### config.mk
export PLATFORM = sky130hd
export DESIGN_NAME = pipeline_ctrl_flat
export DESIGN_NICKNAME = d
export VERILOG_FILES = /design/src/rtl/pipeline_ctrl_if.sv /design/src/rtl/pipeline_ctrl.sv /design/src/flat_wrapper.sv
export SDC_FILE = /design/constraint.sdc
export NUM_CORES = 1
export LEC_CHECK = 0
export CAP_MARGIN = 40
export CORE_ASPECT_RATIO = 0.5
export CORE_MARGIN = 5
export CORE_UTILIZATION = 40
export CTS_CLUSTER_DIAMETER = 60
export DETAILED_ROUTE_END_ITERATION = 12
export GPL_ROUTABILITY_DRIVEN = 0
export HOLD_SLACK_MARGIN = 0.02
export PLACE_DENSITY = 0.9
export REMOVE_ABC_BUFFERS = 1
export SYNTH_ARGS = -nofsm -noshare
export SYNTH_HDL_FRONTEND = slang
export SYNTH_SLANG_ARGS = --single-unit
### constraint.sdc
create_clock -name clk -period 2.6 [get_ports clk]
set_clock_uncertainty 0.2 [all_clocks]
set_input_delay 0.52 -clock clk [delete_from_list [all_inputs] [get_ports clk]]
set_output_delay 0.52 -clock clk [all_outputs]
set_load 0.05 [all_outputs]
### src/rtl/pipeline_ctrl_if.sv
// Handshake bundle between the ARM pipeline control/hazard unit and its datapath.
// The slave side is the control unit; the master side is the datapath (or a bench).
interface pipeline_ctrl_if;
  logic [31:0] InstrD;
  logic [3:0]  ALUFlags;
  logic        Match_1E_M;
  logic        Match_1E_W;
  logic        Match_2E_M;
  logic        Match_2E_W;
  logic        Match_12D_E;
  logic [1:0]  RegSrcD;
  logic [1:0]  ImmSrcD;
  logic        ALUSrcE;
  logic [3:0]  ALUControlE;
  logic        MemWriteM;
  logic        MemtoRegW;
  logic        RegWriteW;
  logic        PCSrcW;
  logic        BranchTakenE;
  logic [1:0]  ForwardAE;
  logic [1:0]  ForwardBE;
  logic        StallF;
  logic        StallD;
  logic        FlushD;
  logic        FlushE;

  modport master (
    output InstrD, ALUFlags, Match_1E_M, Match_1E_W, Match_2E_M, Match_2E_W, Match_12D_E,
    input  RegSrcD, ImmSrcD, ALUSrcE, ALUControlE, MemWriteM, MemtoRegW, RegWriteW, PCSrcW,
    input  BranchTakenE, ForwardAE, ForwardBE, StallF, StallD, FlushD, FlushE
  );

  modport slave (
    input  InstrD, ALUFlags, Match_1E_M, Match_1E_W, Match_2E_M, Match_2E_W, Match_12D_E,
    output RegSrcD, ImmSrcD, ALUSrcE, ALUControlE, MemWriteM, MemtoRegW, RegWriteW, PCSrcW,
    output BranchTakenE, ForwardAE, ForwardBE, StallF, StallD, FlushD, FlushE
  );
endinterface

### src/rtl/pipeline_ctrl.sv
// Control and hazard unit for a 5-stage ARM pipeline: decode, D/E/M/W control
// registers, condition evaluation against NZCV, forwarding, stall and flush.
module pipeline_ctrl (
  input  logic           clk,
  input  logic           reset,
  pipeline_ctrl_if.slave bus
);

  localparam logic [3:0] ALU_ADD = 4'b0000;
  localparam logic [3:0] ALU_SUB = 4'b0001;
  localparam logic [3:0] ALU_AND = 4'b0010;
  localparam logic [3:0] ALU_ORR = 4'b0011;

  typedef struct packed {
    logic       regwrite;
    logic       memtoreg;
    logic       memwrite;
    logic       pcsrc;
    logic       branch;
    logic       alusrc;
    logic [3:0] aluctl;
    logic [1:0] flagw;
    logic [3:0] cond;
  } de_ctrl_t;

  typedef struct packed {
    logic regwrite;
    logic memwrite;
    logic pcsrc;
    logic memtoreg;
  } em_ctrl_t;

  typedef struct packed {
    logic regwrite;
    logic memtoreg;
    logic pcsrc;
  } mw_ctrl_t;

  de_ctrl_t   dec;
  de_ctrl_t   de_d, de_q;
  em_ctrl_t   em_d, em_q;
  mw_ctrl_t   mw_d, mw_q;
  logic [3:0] flags_d, flags_q;
  logic [1:0] regsrc_dec, immsrc_dec;
  logic       condex_e;
  logic       ldr_stall;
  logic       pcwr_pend;
  logic       branch_taken_e;
  logic       flush_e;

  logic [1:0] op;
  logic [5:0] funct;
  logic [3:0] rd;
  logic       unused_instr;

  assign op           = bus.InstrD[27:26];
  assign funct        = bus.InstrD[25:20];
  assign rd           = bus.InstrD[15:12];
  assign unused_instr = ^bus.InstrD[11:0];

  function automatic logic cond_met(input logic [3:0] cond, input logic [3:0] nzcv);
    logic n, z, c, v;
    {n, z, c, v} = nzcv;
    case (cond)
      4'b0000: cond_met = z;
      4'b0001: cond_met = ~z;
      4'b0010: cond_met = c;
      4'b0011: cond_met = ~c;
      4'b0100: cond_met = n;
      4'b0101: cond_met = ~n;
      4'b0110: cond_met = v;
      4'b0111: cond_met = ~v;
      4'b1000: cond_met = c & ~z;
      4'b1001: cond_met = ~c | z;
      4'b1010: cond_met = (n == v);
      4'b1011: cond_met = (n != v);
      4'b1100: cond_met = ~z & (n == v);
      4'b1101: cond_met = z | (n != v);
      4'b1110: cond_met = 1'b1;
      default: cond_met = 1'b0;
    endcase
  endfunction

  // Decode stage
  always_comb begin
    dec        = '0;
    regsrc_dec = 2'b00;
    immsrc_dec = 2'b00;
    dec.cond   = bus.InstrD[31:28];
    case (op)
      2'b00: begin
        dec.alusrc = funct[5];
        case (funct[4:1])
          4'b0100: begin dec.regwrite = 1'b1; dec.aluctl = ALU_ADD; dec.flagw = {2{funct[0]}}; end
          4'b0010: begin dec.regwrite = 1'b1; dec.aluctl = ALU_SUB; dec.flagw = {2{funct[0]}}; end
          4'b0000: begin dec.regwrite = 1'b1; dec.aluctl = ALU_AND; dec.flagw = {funct[0], 1'b0}; end
          4'b1100: begin dec.regwrite = 1'b1; dec.aluctl = ALU_ORR; dec.flagw = {funct[0], 1'b0}; end
          4'b1010: begin dec.aluctl = ALU_SUB; dec.flagw = {2{funct[0]}}; end
          default: ;
        endcase
      end
      2'b01: begin
        dec.alusrc = 1'b1;
        immsrc_dec = 2'b01;
        if (funct[0]) begin
          dec.regwrite = 1'b1;
          dec.memtoreg = 1'b1;
        end else begin
          dec.memwrite = 1'b1;
          regsrc_dec   = 2'b10;
        end
      end
      2'b10: begin
        dec.branch = 1'b1;
        dec.alusrc = 1'b1;
        immsrc_dec = 2'b10;
        regsrc_dec = 2'b01;
      end
      default: ;
    endcase
    dec.pcsrc = dec.regwrite & (rd == 4'hF);
  end

  // Execute stage: condition check gates every architectural side effect
  assign condex_e       = cond_met(de_q.cond, flags_q);
  assign branch_taken_e = de_q.branch & condex_e;

  always_comb begin
    flags_d = flags_q;
    if (de_q.flagw[1] & condex_e) flags_d[3:2] = bus.ALUFlags[3:2];
    if (de_q.flagw[0] & condex_e) flags_d[1:0] = bus.ALUFlags[1:0];
  end

  assign ldr_stall = bus.Match_12D_E & de_q.memtoreg;
  assign pcwr_pend = dec.pcsrc | de_q.pcsrc | em_q.pcsrc;
  assign flush_e   = ldr_stall | branch_taken_e;

  assign de_d = flush_e ? '0 : dec;
  assign em_d = '{regwrite: de_q.regwrite & condex_e,
                  memwrite: de_q.memwrite & condex_e,
                  pcsrc:    de_q.pcsrc & condex_e,
                  memtoreg: de_q.memtoreg};
  assign mw_d = '{regwrite: em_q.regwrite, memtoreg: em_q.memtoreg, pcsrc: em_q.pcsrc};

  // D->E, E->M, M->W boundaries and flags
  always_ff @(posedge clk) begin
    if (reset) begin
      de_q    <= '0;
      em_q    <= '0;
      mw_q    <= '0;
      flags_q <= '0;
    end else begin
      de_q    <= de_d;
      em_q    <= em_d;
      mw_q    <= mw_d;
      flags_q <= flags_d;
    end
  end

  // Memory result beats writeback result when both stages match
  always_comb begin
    bus.ForwardAE = 2'b00;
    if (bus.Match_1E_M & em_q.regwrite)      bus.ForwardAE = 2'b10;
    else if (bus.Match_1E_W & mw_q.regwrite) bus.ForwardAE = 2'b01;
    bus.ForwardBE = 2'b00;
    if (bus.Match_2E_M & em_q.regwrite)      bus.ForwardBE = 2'b10;
    else if (bus.Match_2E_W & mw_q.regwrite) bus.ForwardBE = 2'b01;
  end

  assign bus.RegSrcD      = regsrc_dec;
  assign bus.ImmSrcD      = immsrc_dec;
  assign bus.ALUSrcE      = de_q.alusrc;
  assign bus.ALUControlE  = de_q.aluctl;
  assign bus.MemWriteM    = em_q.memwrite;
  assign bus.MemtoRegW    = mw_q.memtoreg;
  assign bus.RegWriteW    = mw_q.regwrite;
  assign bus.PCSrcW       = mw_q.pcsrc;
  assign bus.BranchTakenE = branch_taken_e;
  assign bus.StallF       = ldr_stall | pcwr_pend;
  assign bus.StallD       = ldr_stall;
  assign bus.FlushD       = pcwr_pend | mw_q.pcsrc | branch_taken_e;
  assign bus.FlushE       = flush_e;

endmodule

### src/flat_wrapper.sv
// flat-port wrapper written by rule: the top's interface ports become plain ports
module pipeline_ctrl_flat 
  (clk, reset, bus_InstrD, bus_ALUFlags, bus_Match_1E_M, bus_Match_1E_W, bus_Match_2E_M, bus_Match_2E_W, bus_Match_12D_E, bus_RegSrcD, bus_ImmSrcD, bus_ALUSrcE, bus_ALUControlE, bus_MemWriteM, bus_MemtoRegW, bus_RegWriteW, bus_PCSrcW, bus_BranchTakenE, bus_ForwardAE, bus_ForwardBE, bus_StallF, bus_StallD, bus_FlushD, bus_FlushE);
  pipeline_ctrl_if bus_i ();
  input  logic clk;
  input  logic reset;
  input wire logic [$bits(bus_i.InstrD)-1:0] bus_InstrD;
  input wire logic [$bits(bus_i.ALUFlags)-1:0] bus_ALUFlags;
  input wire logic [$bits(bus_i.Match_1E_M)-1:0] bus_Match_1E_M;
  input wire logic [$bits(bus_i.Match_1E_W)-1:0] bus_Match_1E_W;
  input wire logic [$bits(bus_i.Match_2E_M)-1:0] bus_Match_2E_M;
  input wire logic [$bits(bus_i.Match_2E_W)-1:0] bus_Match_2E_W;
  input wire logic [$bits(bus_i.Match_12D_E)-1:0] bus_Match_12D_E;
  output wire logic [$bits(bus_i.RegSrcD)-1:0] bus_RegSrcD;
  output wire logic [$bits(bus_i.ImmSrcD)-1:0] bus_ImmSrcD;
  output wire logic [$bits(bus_i.ALUSrcE)-1:0] bus_ALUSrcE;
  output wire logic [$bits(bus_i.ALUControlE)-1:0] bus_ALUControlE;
  output wire logic [$bits(bus_i.MemWriteM)-1:0] bus_MemWriteM;
  output wire logic [$bits(bus_i.MemtoRegW)-1:0] bus_MemtoRegW;
  output wire logic [$bits(bus_i.RegWriteW)-1:0] bus_RegWriteW;
  output wire logic [$bits(bus_i.PCSrcW)-1:0] bus_PCSrcW;
  output wire logic [$bits(bus_i.BranchTakenE)-1:0] bus_BranchTakenE;
  output wire logic [$bits(bus_i.ForwardAE)-1:0] bus_ForwardAE;
  output wire logic [$bits(bus_i.ForwardBE)-1:0] bus_ForwardBE;
  output wire logic [$bits(bus_i.StallF)-1:0] bus_StallF;
  output wire logic [$bits(bus_i.StallD)-1:0] bus_StallD;
  output wire logic [$bits(bus_i.FlushD)-1:0] bus_FlushD;
  output wire logic [$bits(bus_i.FlushE)-1:0] bus_FlushE;
  assign bus_i.InstrD = bus_InstrD;
  assign bus_i.ALUFlags = bus_ALUFlags;
  assign bus_i.Match_1E_M = bus_Match_1E_M;
  assign bus_i.Match_1E_W = bus_Match_1E_W;
  assign bus_i.Match_2E_M = bus_Match_2E_M;
  assign bus_i.Match_2E_W = bus_Match_2E_W;
  assign bus_i.Match_12D_E = bus_Match_12D_E;
  assign bus_RegSrcD = bus_i.RegSrcD;
  assign bus_ImmSrcD = bus_i.ImmSrcD;
  assign bus_ALUSrcE = bus_i.ALUSrcE;
  assign bus_ALUControlE = bus_i.ALUControlE;
  assign bus_MemWriteM = bus_i.MemWriteM;
  assign bus_MemtoRegW = bus_i.MemtoRegW;
  assign bus_RegWriteW = bus_i.RegWriteW;
  assign bus_PCSrcW = bus_i.PCSrcW;
  assign bus_BranchTakenE = bus_i.BranchTakenE;
  assign bus_ForwardAE = bus_i.ForwardAE;
  assign bus_ForwardBE = bus_i.ForwardBE;
  assign bus_StallF = bus_i.StallF;
  assign bus_StallD = bus_i.StallD;
  assign bus_FlushD = bus_i.FlushD;
  assign bus_FlushE = bus_i.FlushE;
  pipeline_ctrl u_core (.clk(clk), .reset(reset), .bus(bus_i));
endmodule
; Yosys cells after proc, flatten, opt, wreduce, memory -nomap -nowiden
; Index checks and enable logic that the tools add are counted.
[word_totals]
input_bits = 43
regBits = 27
word_cells = 93
output_inout_bits = 22
[op_classes]
eq_ne = 23
n_reduce_logical = 9
muxes = 15
bitwise_logic = 28
[op_table]
columns = operator, n
row1 = $eq 4x4->1 const B, 10
row2 = $eq 4x3->1 const B, 5
row3 = $pmux 4 s4, 1
row4 = $pmux 1 s15, 1
row5 = $and 1x1->1, 14
row6 = $eq 4x2->1 const B, 3
row7 = $logic_not 4->1, 2
row8 = $mux 2, 4
row9 = $or 1x1->1, 8
row10 = $pmux 2 s2, 2
row11 = $not 1->1, 6
row12 = $reduce_or 2->1, 3
row13 = $reduce_or 3->1, 2
row14 = $mux 1, 5
row15 = $eq 4x1->1 const B, 1
row16 = $pmux 1 s2, 2
row17 = $reduce_or 4->1, 1
row18 = $eq 2x1->1 const B, 1
row19 = $eq 2x2->1 const B, 1
row20 = $logic_not 2->1, 1
row21 = $eq 1x1->1, 1
row22 = $ne 1x1->1, 1

; Longest topological paths before layout
[logic_depth]
word_depth = 9
depth_mapped = 8
ltp_nobuf = 7

; Least setup slack after synthesis
; OpenSTA, ideal clock, no wires.
[synth_timing]
path_type = register to output
start = reg u_core.de_q[3] (netlist bit)
end = out bus_FlushD
slack_ns = -0.664
stages_incl_launch_ff = 9
required_ns = 1.880
path_buffers = 2
t_arrival_ns = 2.544
path_cell_list = dfxtp_1 > buf_2 > nor4bb_1 > o31ai_1 > a21oi_1 > a31oi_4 > and2_0 > buf_2 > o21ai_0
[synth_between]
elab_chain_len = 4
elab_cells_between_ends = 18
cone_classes = eq/ne (14) / mux (1) / bitwise (2) / reduce/logical (1)
[synth_lines]
columns = item, line_no
row1 = start: declaration, pipeline_ctrl.sv:40  ; de_ctrl_t de_d, de_q;
row2 = start signal: assignment, pipeline_ctrl.sv:148  ; de_q <= '0;
row3 = start signal: assignment, pipeline_ctrl.sv:153  ; de_q <= de_d;
row4 = "$eq 4x4->1, or another cell as far along", pipeline_ctrl.sv:64  ; case (cond)
row5 = $pmux 1 s15 (*), pipeline_ctrl.sv:64
row6 = $and 1x1->1 (*), pipeline_ctrl.sv:126  ; assign branch_taken_e = de_q.branch & condex_e;
row7 = $or 1x1->1 (*), pipeline_ctrl.sv:181  ; assign bus.FlushD = pcwr_pend | mw_q.pcsrc | branch_taken_e;
row8 = end: declaration, flat_wrapper.sv:27  ; output wire logic [$bits(bus_i.FlushD)-1:0] bus_FlushD;
; Every way passes the cells marked *; elsewhere a longest branch is shown, timed or not.

; Worst setup path in the final report
[layout_timing]
start = reg u_core.flags_q[1]
end = out bus_FlushD
[layout_between]
elab_chain_len = 5
elab_cells_between_ends = 6
cone_classes = mux (1) / bitwise (5)
[layout_lines]
columns = item, line_no
row1 = start: declaration, pipeline_ctrl.sv:43  ; logic [3:0] flags_d, flags_q;
row2 = start signal: assignment, pipeline_ctrl.sv:156  ; flags_q <= flags_d;
row3 = $not 1->1, "pipeline_ctrl.sv:68, pipeline_ctrl.sv:74"
row4 = $or 1x1->1, pipeline_ctrl.sv:74  ; 4'b1001: cond_met = ~c | z;
row5 = $pmux 1 s15 (*), pipeline_ctrl.sv:64
row6 = $and 1x1->1 (*), pipeline_ctrl.sv:126
row7 = $or 1x1->1 (*), pipeline_ctrl.sv:181
; Marked as above.

==> impl_metrics.py <==
metrics = {
    "layout": {
        "seqCellArea_sq_um": 518,
        "mostFrequentLayoutCell": "clkdlybuf4s50_1",
        "fin_nets": 266,
        "fillers": 216,
        "drive_gt1_share_pct": 37.8,
        "mostFrequentLayoutCells": "26 x clkdlybuf4s50_1, 25 x buf_4, 19 x dfxtp_1",
        "multiInputGateArea_sq_um": 843,
        "fin_util_pct": 68.0,
        "num_antenna_cells": 0,
        "finalInstanceArea_sq_um": 2280,
        "syn2layout_area_growth_pct": 67.3,
    },
    "power": {
        "p_leak_nw": 0.921,
        "power.density_nw_per_um2": 417,
        "peakVddDrop_mv": 0.187,
    },
    "synthesis": {
        "async_flop_share_pct": 0,
        "yosys-top-cells-area": "dfxtp_1 37%, ha_1 4.6%, nor2_1 4.4%",
        "ys_types": 40,
        "avgSynthCellArea_sq_um": 8.98,
        "synth_cells": 152,
        "synth_flop_cell": "dfxtp_1",
        "synth_seq_cells": 25,
        "syn-cell-area_sq_um": 1370,
        "yosysWarnings": 0,
        "yosysSeqAreaShare_pct": 36.7,
        "synth_edf_count": 0,
        "yosys.area.top_type": "dfxtp_1",
        "synth.top_cell.area_share_pct": 36.7,
    },
    "die": {
        "io_pins": 65,
        "rows": 15,
        "die_h_um": 51.3,
        "core_area_sq_um": 3360,
        "start_util_pct": 40.6,
        "die_x_um": 92.6,
        "die_area_sq_um": 4750,
    },
    "route": {
        "wl_per_cell_um": 14.8,
        "vias": 1258,
        "drc_errors": 0,
        "vias_per_cell": 4.86,
        "drt-pass1-iter-count": 4,
        "wl_met1_um": 1570,
        "wl_met3_um": 165,
        "first_iter_violations": 39,
        "drt-total-wl_um": 3840,
        "route.antenna.remaining_nets": 0,
        "routed.top_layer": "met4",
        "wl_met2_um": 2040,
    },
    "clock_tree": {
        "clock_latency_ps": 270,
        "cts_made_buffers": 3,
        "cts-root-buf": "clkbuf_8",
        "postCtsHoldBufs": 0,
        "cts_htree_levels": 1,
        "cts_tree": "yes",
        "path_clk_slew_ps": 80,
        "cts.sinks": 25,
        "cts_buffer_depth": 2,
    },
    "min_path": {
        "hold_start": "u_core.em_q[0]",
        "hp-class": "flip-flop to flip-flop",
        "min_path_cells": 1,
        "holdPathEnd": "u_core.bus.MemtoRegW",
    },
    "sta": {
        "drv_slew": 0,
        "hold_viol_final": 0,
        "min_period_ps": 2670,
        "relSlewSlack_pct": 65.8,
        "setup_viol": 2,
        "worst_pin_slew_ps": 512,
        "fmax_ghz": 0.375,
        "fin_crit_sh_pct": 103,
        "grt_setup_unrepaired": "true",
        "worst_slack_ps": -68.3,
    },
    "worst_setup_path": {
        "crit_type": "flip-flop to primary output",
        "rr_startpoint": "u_core.de_q[2]",
        "critical_path_arrival_ps": 1950,
        "regToRegSetupSlack_ps": 370,
        "reg2reg_depth": 9,
        "start_kind": "flip-flop",
        "endpoint_kind": "primary output",
        "required_ps": 1880,
        "path_max_fanout": 4,
        "worstReg2RegEnd": "u_core.de_q[3]",
    },
    "placed_design": {
        "post_dp_cell_area_sq_um": 2050,
        "io_buffer_count": 46,
        "dp_hpwl_um": 2600,
    },
    "global_route": {
        "grt_max_degree": 15,
        "grt_pass1_wl_um": 6240,
        "grt_pass1_vias": 1320,
        "grt_overflow": 0,
        "antenna_found_initial": 0,
        "grt_usage_pct": 16.8,
    },
    "outcome": {
        "violations": "setup timing",
        "outcome": "finished, violations left",
    },
    "flow_run": {
        "maxCapViolations": 0,
    },
}
-- Yosys cell counts (2+ instances only) --
| cell type | n |
|---|---|
| or2b_1 | 2 |
| mux2i_1 | 5 |
| and2_0 | 2 |
| ha_1 | 5 |
| inv_1 | 13 |
| a21boi_2 | 2 |
| buf_2 | 4 |
| nor2b_1 | 8 |
| nand2_1 | 10 |
| xnor2_1 | 2 |
| a32oi_1 | 2 |
| buf_4 | 6 |
| nor3b_2 | 3 |
| o21ai_0 | 5 |
| nor3_1 | 4 |
| dfxtp_1 | 25 |
| nor2_1 | 16 |
| nand2b_1 | 6 |
| and2_1 | 2 |
| and3b_1 | 2 |
| a21oi_1 | 4 |
| nor3_2 | 2 |
| a31oi_4 | 2 |
| nor3b_1 | 4 |
-- through the flow --
stage / TNS, ps / worst slack [ps] / std cells / hold WS, ps / power, mW
after floorplan: -1240 / -661 / 141 / 214 / 0.556
after global placement: -840 / -456 / 248 / 225 / 0.682
after detailed placement: -962 / -516 / 248 / 265 / 0.689
after CTS: -19.1 / -7.76 / 256 / 282 / 0.928
after global routing: -239 / -110 / 259 / 293 / 0.994
final: -113 / -68.3 / 259 / 275 / 0.953
-- sequential cells by signal, indices dropped and copies added, names as in the netlist --
signal,flops
u_core.de_q,11
u_core.bus.RegWriteW,1
u_core.bus.MemWriteM,1
u_core.flags_q,4
u_core.bus.PCSrcW,1
u_core.em_q,3
u_core.bus.ALUControlE,2
u_core.bus.ALUSrcE,1
u_core.bus.MemtoRegW,1
-- worst max path at each step --
stage                      start          to  slack, ps  cells after the start
6_report       u_core.flags_q[1]  bus_FlushD        -70                      7
5_1_grt           bus_InstrD[26]  bus_FlushD       -110                     10
4_1_cts           bus_InstrD[26]  bus_StallF         -8                      8
3_5_place_dp      bus_InstrD[26]  bus_StallF       -520                      8
3_3_place_gp      bus_InstrD[26]  bus_StallF       -460                      8
2_1_floorplan     u_core.de_q[3]  bus_FlushD       -660                      6
-- routing by layer --
| layer | vias up | global-route usage (%) |
|---|---|---|
| met5 | - | 0 |
| met3 | 7 | 2.94 |
| met1 | 588 | 19.1 |
| met2 | 34 | 32.1 |
| met4 | 0 | 5.84 |
| li1 | 629 | - |
-- cell type report --
cell class,count,share of cell area (%)
inverters,13,2.25
flip-flops and latches,25,22.7
well taps,42,2.30
clock buffers,3,1.81
repair buffers,72,33.8
multi-input cells,103,36.9
clock inverters,1,0.219
-- logic make-up after synthesis --
family / after synthesis / share of synthesized area [%]
AO/OA/AOI/OAI: 22 / 14.9
XOR/XNOR: 2 / 1.28
adder cells (fa/ha/maj): 5 / 4.58
buffers and inverters: 25 / 9.44
flip-flops: 25 / 36.7
multiplexers: 5 / 3.67
other: 1 / 0.275
AND/OR/NAND/NOR: 67 / 29.1
-- critical path: stages (launching register included) --
cell and delay (ps):
dfxtp_1 390, nor2b_2 220, a22oi_2 120, xnor2_1 140, o31a_4 290, and2_4 190
o21ai_1 160, buf_6 180
-- power by group --
part           total [mW]  switching [mW]  leakage [nW]  internal, mW
Sequential          0.413          0.0161         0.207         0.397
Clock               0.228           0.121        0.0255         0.107
Combinational       0.312           0.160         0.689         0.152
-- repair_timing --
item                       CTS  global route
gates resized for setup     49            15
setup endpoints to repair    4             4
gates cloned                 0             0
buffers inserted             4             3
pin swaps                    8             3
(Power assumes the default switching activity.)
